<file path="src/rtl/instr_fetch.sv">
// instr_fetch: RV32I instruction-fetch stage.
// Owns the PC, addresses a combinational instruction ROM, buffers returned
// words in a small circular fetch queue and presents {pc, instr} to decode
// through a valid/ready handshake. EX redirects flush the queue and restart
// fetch at the (word-aligned) target.
module instr_fetch #(
  parameter logic [31:0] RESET_PC = 32'h0000_0000,
  parameter int          QDEPTH   = 2
) (
  input  logic        clk,
  input  logic        rst_n,
  output logic [31:0] imem_addr,
  input  logic [31:0] imem_rdata,
  input  logic        redirect_valid,
  input  logic [31:0] redirect_pc,
  output logic        id_valid,
  input  logic        id_ready,
  output logic [31:0] id_instr,
  output logic [31:0] id_pc,
  output logic [31:0] id_pc_plus4,
  output logic [31:0] fetch_count
);

  // Pointer width covers QDEPTH entries; count needs one more bit so that
  // "full" (count == QDEPTH) is distinguishable from "empty".
  localparam int PTR_W = (QDEPTH > 1) ? $clog2(QDEPTH) : 1;
  localparam int CNT_W = PTR_W + 1;
  localparam logic [CNT_W-1:0] DEPTH_C = CNT_W'(QDEPTH);

  // ---------------------------------------------------------------------
  // State
  // ---------------------------------------------------------------------
  logic [31:0]      pc_q, pc_d;
  logic [PTR_W-1:0] wr_ptr_q, wr_ptr_d;
  logic [PTR_W-1:0] rd_ptr_q, rd_ptr_d;
  logic [CNT_W-1:0] count_q, count_d;
  logic [31:0]      fetch_count_q, fetch_count_d;

  // Queue storage: one {pc, instr} pair per entry.
  logic [31:0]      qpc_q   [QDEPTH];
  logic [31:0]      qinstr_q[QDEPTH];

  // ---------------------------------------------------------------------
  // Handshake decode
  // ---------------------------------------------------------------------
  logic        not_full;
  logic        push;
  logic        pop;
  logic [31:0] redirect_target;

  // Low two bits of the target are ignored; masking keeps fetch word-aligned.
  assign redirect_target = redirect_pc & 32'hFFFF_FFFC;

  assign not_full = (count_q < DEPTH_C);

  // A redirect hides the head immediately so decode never consumes a
  // wrong-path instruction in the flush cycle.
  assign id_valid = (count_q != '0) && !redirect_valid;
  assign pop      = id_valid && id_ready;

  // Pushing while full is allowed when the head leaves in the same cycle,
  // which keeps a full queue streaming at one instruction per cycle.
  assign push     = !redirect_valid && (not_full || pop);

  // ---------------------------------------------------------------------
  // Next-state logic for PC, pointers, occupancy and fetch counter
  // ---------------------------------------------------------------------
  // Next-state computation; redirect overrides every other update.
  always_comb begin
    pc_d          = pc_q;
    wr_ptr_d      = wr_ptr_q;
    rd_ptr_d      = rd_ptr_q;
    count_d       = count_q;
    fetch_count_d = fetch_count_q;

    if (redirect_valid) begin
      pc_d     = redirect_target;
      wr_ptr_d = '0;
      rd_ptr_d = '0;
      count_d  = '0;
    end else begin
      if (push) begin
        pc_d          = pc_q + 32'd4;
        wr_ptr_d      = wr_ptr_q + PTR_W'(1);
        fetch_count_d = fetch_count_q + 32'd1;
      end
      if (pop) begin
        rd_ptr_d = rd_ptr_q + PTR_W'(1);
      end
      unique case ({push, pop})
        2'b10:   count_d = count_q + CNT_W'(1);
        2'b01:   count_d = count_q - CNT_W'(1);
        default: count_d = count_q;
      endcase
    end
  end

  // Control registers: PC, queue pointers, occupancy and fetch counter.
  always_ff @(posedge clk or negedge rst_n) begin
    if (!rst_n) begin
      pc_q          <= RESET_PC;
      wr_ptr_q      <= '0;
      rd_ptr_q      <= '0;
      count_q       <= '0;
      fetch_count_q <= '0;
    end else begin
      pc_q          <= pc_d;
      wr_ptr_q      <= wr_ptr_d;
      rd_ptr_q      <= rd_ptr_d;
      count_q       <= count_d;
      fetch_count_q <= fetch_count_d;
    end
  end

  // ---------------------------------------------------------------------
  // Queue entries
  // ---------------------------------------------------------------------
  // Entries are cleared on reset so the head outputs read as zero while
  // reset is held; a redirect only rewinds the pointers, stale contents
  // are simply overwritten later.
  generate
    for (genvar gi = 0; gi < QDEPTH; gi++) begin : g_entry
      logic wr_en;
      assign wr_en = push && (wr_ptr_q == PTR_W'(gi));

      // Capture {pc, word} into this entry when it is the write target.
      always_ff @(posedge clk or negedge rst_n) begin
        if (!rst_n) begin
          qpc_q[gi]    <= '0;
          qinstr_q[gi] <= '0;
        end else if (wr_en) begin
          qpc_q[gi]    <= pc_q;
          qinstr_q[gi] <= imem_rdata;
        end
      end
    end
  endgenerate

  // ---------------------------------------------------------------------
  // Outputs
  // ---------------------------------------------------------------------
  assign imem_addr   = pc_q;
  assign id_instr    = qinstr_q[rd_ptr_q];
  assign id_pc       = qpc_q[rd_ptr_q];
  assign id_pc_plus4 = id_pc + 32'd4;
  assign fetch_count = fetch_count_q;

endmodule

</file>
<file path="config.mk">
export PLATFORM = sky130hd
export DESIGN_NAME = instr_fetch
export DESIGN_NICKNAME = d
export VERILOG_FILES = /design/src/rtl/instr_fetch.sv
export SDC_FILE = /design/constraint.sdc
export NUM_CORES = 1
export LEC_CHECK = 0
export CAP_MARGIN = 20
export CORE_AREA = 5 5 121 169
export CTS_BUF_LIST = sky130_fd_sc_hd__clkbuf_2 sky130_fd_sc_hd__clkbuf_4 sky130_fd_sc_hd__clkbuf_8
export CTS_CLUSTER_DIAMETER = 30
export DETAILED_ROUTE_END_ITERATION = 8
export DIE_AREA = 0 0 126 174
export PLACE_DENSITY = 0.82
export SYNTH_ARGS = -nofsm -noshare
export SYNTH_HDL_FRONTEND = slang
export SYNTH_SLANG_ARGS = --single-unit
</file>
<file path="constraint.sdc">
create_clock -name clk -period 3.7 [get_ports clk]
set_input_delay 0.74 -clock clk [delete_from_list [all_inputs] [get_ports clk]]
set_output_delay 0.74 -clock clk [all_outputs]
set_load 0.03 [all_outputs]
</file>
### Word-level counts from Yosys, hierarchy flattened

Cells that the tools add are included.

* bits in registers: 196
* input bits: 68
* word-level logic and storage cells: 49
* output and inout bits: 161

* add/subtract/negate cells: 7
* bitwise gates (word level): 3
* reduce and logical (&&, ||, !) cells: 12
* mux-type cells: 14
* $lt $le $gt $ge: 2
* eq/ne operators: 2

Operators by type and width (count)
* $mux 32: 8
* $add 32x3->32 const B: 2
* $add 32x1->32 const B: 1
* $reduce_bool 2->1: 3
* $logic_and 1x1->1: 5
* $mux 1: 4
* $pmux 2 s2: 1
* $reduce_bool 3->1: 1
* $add 1x1->1 const B: 2
* $add 2x1->2 const B: 1
* $eq 2x1->1 const B: 1
* $eq 2x2->1 const B: 1
* $ge 2x2->1 const B: 1
* $lt 2x2->1 const B: 1
* $mux 2: 1
* $not 1->1: 2
* $not 1->2: 1
* $reduce_and 2->1: 1
* $sub 2x1->2 const B: 1
* $logic_not 1->1: 1
* $logic_or 1x1->1: 1

### Depth between registers and ports, before layout

* depth after elaboration: 8
* depth in mapped cells: 12
* depth with buffers taken out: 7

### Worst setup path before layout

OpenSTA, ideal clock, no wires.

* path kind: flip-flop to output port
* start: register rd_ptr_q
* end: output port id_pc_plus4[30]
* cell stages (with the launch flop): 13
* path slack: -0.515 ns
* buffers on the path: 6
* data required time: 2.960 ns
* arrival time: 3.475 ns
* path through: dfrtp_1 buf_6 buf_6 buf_2 clkbuf_1 buf_2 mux2i_1 inv_1 ha_1 clkbuf_1 nand4_1 nor3_1 xnor2_1

* cells in the longest elaborated chain, start to end: 5

Ends and longest elaborated chain
* start: declaration: line 35 `logic [PTR_W-1:0] rd_ptr_q, rd_ptr_d;`
* start signal: assignment: line 109 `rd_ptr_q <= rd_ptr_d;`
* $not 1->2 (not written as such): line 144 `assign id_pc = qpc_q[rd_ptr_q];`
* $mux 32 (not written as such) (3 in a row): line 144
* net id_pc[2]: line 19 `output logic [31:0] id_pc,`
* $add 32x3->32: line 145 `assign id_pc_plus4 = id_pc + 32'd4;`
* end: declaration: line 20 `output logic [31:0] id_pc_plus4,`

The timed path passes the listed nets, and every way through them passes these cells. The select of a mux whose other input is x is not followed.

### Worst setup path after layout

* start: register rd_ptr_q
* end: output port id_pc_plus4[22]

* cells in the longest elaborated chain, start to end: 5

Ends and longest elaborated chain (line)
* $not 1->2 (not written as such): 144
* $mux 32 (not written as such) (3 in a row): 144
* $add 32x3->32: 145

Every way passes these cells. The select of a mux whose other input is x is not followed.

==> impl_metrics.ini <==
[cts]
path_clk_slew_ns = 0.11
cts_tree = built
hold_buffers = 0
cts_buffers = 17
clock_path_buffers = 2
clkSinkCount = 190
cts_root_buffer = clkbuf_8
cts_max_level = 4
clock_latency_ns = 0.46

[hold_path]
min_path_type = in -> async

[timing]
setup_violations = 0
slew_headroom = 0.495
rsz0062_at_grt = true
maxSlewViolCount = 0
skew_ns = 0.0178
hold_viol_final = 0
fin_crit_sh = 0.963
max_freq_mhz = 281
worst_pin_slew_ns = 0.757
fin_ws_ns = 0.138
finalSetupTns_ns = 0
period_needed_ns = 3.56

[place]
place_inst = 1242
postPlaceCellArea_um2 = 12000
port_buffers = 220
hpwl_um = 17600
dpl_worst_slack_ns = 0.315
gp_congestion = 0.831

[yosys]
synth.avg_cell_area_um2 = 12.0
synthTopCellsByArea = dfrtp_1 50%, mux2_2 20%, xnor2_1 5.1%
yosysMostFrequentCell = dfrtp_1
synth_cells = 795
ys_seq_area_frac = 0.500
async_flop_share = 1.00
synthTopCellsByCount = 190 x dfrtp_1, 168 x mux2_2, 67 x nand2_1
synth_edf_count = 0
ys_seq_elements = 190
synth_top_area_frac = 0.500
ys.flop_type = dfrtp_1
yosysUniqueCellTypes = 54
ys_warn_count = 0
syn_area_um2 = 9510
synth_top_area_cell = dfrtp_1

[floorplan]
die_h_um = 174
design.core.area_um2 = 18900
dieWidth_um = 126
row_count = 60
ios = 229
dieArea_um2 = 21900
start_util = 0.503

[worst_setup_path]
required_ns = 2.96
critPathCapture = id_pc_plus4[22]
path_max_fanout = 20
worst_setup_path_start_kind = flip-flop
crit_type = reg -> out
r2r_end = qinstr_q[38]
critical_path_arrival_ns = 2.82
r2r_slack_ns = 0.89
startpoint = rd_ptr_q
critPathCaptureType = output port
reg2reg_from = count_q[1]
worstRegToRegCells = 7

[drt]
viasPerCell = 5.40
drt-wirelength-per-cell_um = 18.8
route.detailed.drc = 0
antenna_left = 0
vias = 6903
routed_wl_um = 24000
drt_iter0_drc = 397
dr.pass1.iters = 4

[finish]
nets = 1087
area_delta_synth_final_pct = 31.7
multiInputGateArea_um2 = 4600
fillCellCount = 1513
regArea_um2 = 4760
drive_gt1_frac = 0.261
fin_area_um2 = 12500
fin_cells = 1279

[pwr]
irDropWorstVdd_v = 0.000470
powerDensity_nw_per_um2 = 882
power_uw = 11000
leakagePower_uw = 0.00528

[global_route]
grt_max_degree = 82
grt_pass1_wl_um = 39700
grt_overflow_total = 0
grt_util_all_layers = 0.224
antenna_found_initial = 3
grt_pass1_vias = 7478

[run_status]
status = finished clean

[run]
drv_cap = 0
==> metrics by stage <==
stage / hold WS (ns) / utilization
6_report: 0.298 / 0.662
5_1_grt: 0.318 / 0.662
4_1_cts: 0.309 / 0.660
3_5_place_dp: 0.473 / 0.636
3_3_place_gp: 0.460 / 0.636
2_1_floorplan: 0.444 / -
==> flip-flops by register name, summed over array words and instances, names as in the netlist <==
name,count
count_q,2
qpc_q,60
imem_addr,30
fetch_count,32
wr_ptr_q,1
qinstr_q,64
rd_ptr_q,1
==> power breakdown <==
part / switching, uW / total [uW] / internal (uW)
Combinational: 3270 / 6100 / 2830
Sequential: 652 / 3510 / 2850
Clock: 854 / 1440 / 589
Total: 4770 / 11000 / 6270
==> how the worst min path moves through the flow <==
stage | from | slack (ns) | endpoint
CTS | rst_n | 0.31 | qinstr_q[54]
global placement | qpc_q[57] | 0.46 | qpc_q[57]
global route | rst_n | 0.32 | qinstr_q[34]
floorplan | rst_n | 0.44 | count_q[0]
finish | rst_n | 0.30 | qinstr_q[0]
detailed placement | fetch_count[31] | 0.47 | fetch_count[31]
==> layer usage <==
| layer | up-vias | global-route usage | wire length (um) | part of all wire |
|---|---|---|---|---|
| met3 | 35 | 0.0516 | 1150 | 0.048 |
| met1 | 3473 | 0.261 | 9380 | 0.39 |
| met5 | - | 0 | 12 | 0.00050 |
| met4 | 2 | 0.0841 | 582 | 0.024 |
| li1 | 3233 | - | - | - |
| met2 | 160 | 0.399 | 12900 | 0.54 |
==> cell type report <==
class,count,share of cell area
diodes,3,0.000599
inverters,14,0.00419
clock buffers,17,0.0187
well taps,248,0.0248
repair buffers,241,0.190
clock inverters,15,0.0152
multi-input cells,551,0.367
flip-flops and latches,190,0.380
==> worst max-delay path: stages (launching register included) <==
cell	delay [ns]
dfrtp_4	0.63
nand4b_1	0.33
a22oi_4	0.26
buf_4	0.19
nand3_1	0.12
buf_4	0.18
a211oi_1	0.33
xor2_2	0.15
buf_4	0.17
==> layout by cell type (no fill, tap or decap), types with 19 or more instances in the layout <==
cell,count
dfrtp_1,189
clkdlybuf4s50_1,196
nand4_1,22
xor2_1,26
xnor2_1,53
nor2_1,19
o21ai_0,22
nand2_1,67
buf_4,29
nand3_1,33
mux2_2,168
==> what timing repair did <==
| action | in CTS | in global routing |
|---|---|---|
| setup buffers | 2 | 0 |
| pin swaps | 1 | 1 |
| endpoints found under the setup margin | 16 | 10 |
| gates resized for setup | 8 | 8 |
==> cell families (layout without fill, tap and decap cells) <==
family,count (synthesis),count (layout),synth area share
AO/OA/AOI/OAI,63,63,0.0438
AND/OR/NAND/NOR,205,205,0.121
adder cells (fa/ha/maj),4,4,0.00526
multiplexers,185,185,0.218
XOR/XNOR,88,88,0.0811
flip-flops,190,190,0.500
other,1,9,0.000394
buffers and inverters,59,287,0.0308
Note: power is estimated with default switching activity, not from simulation.
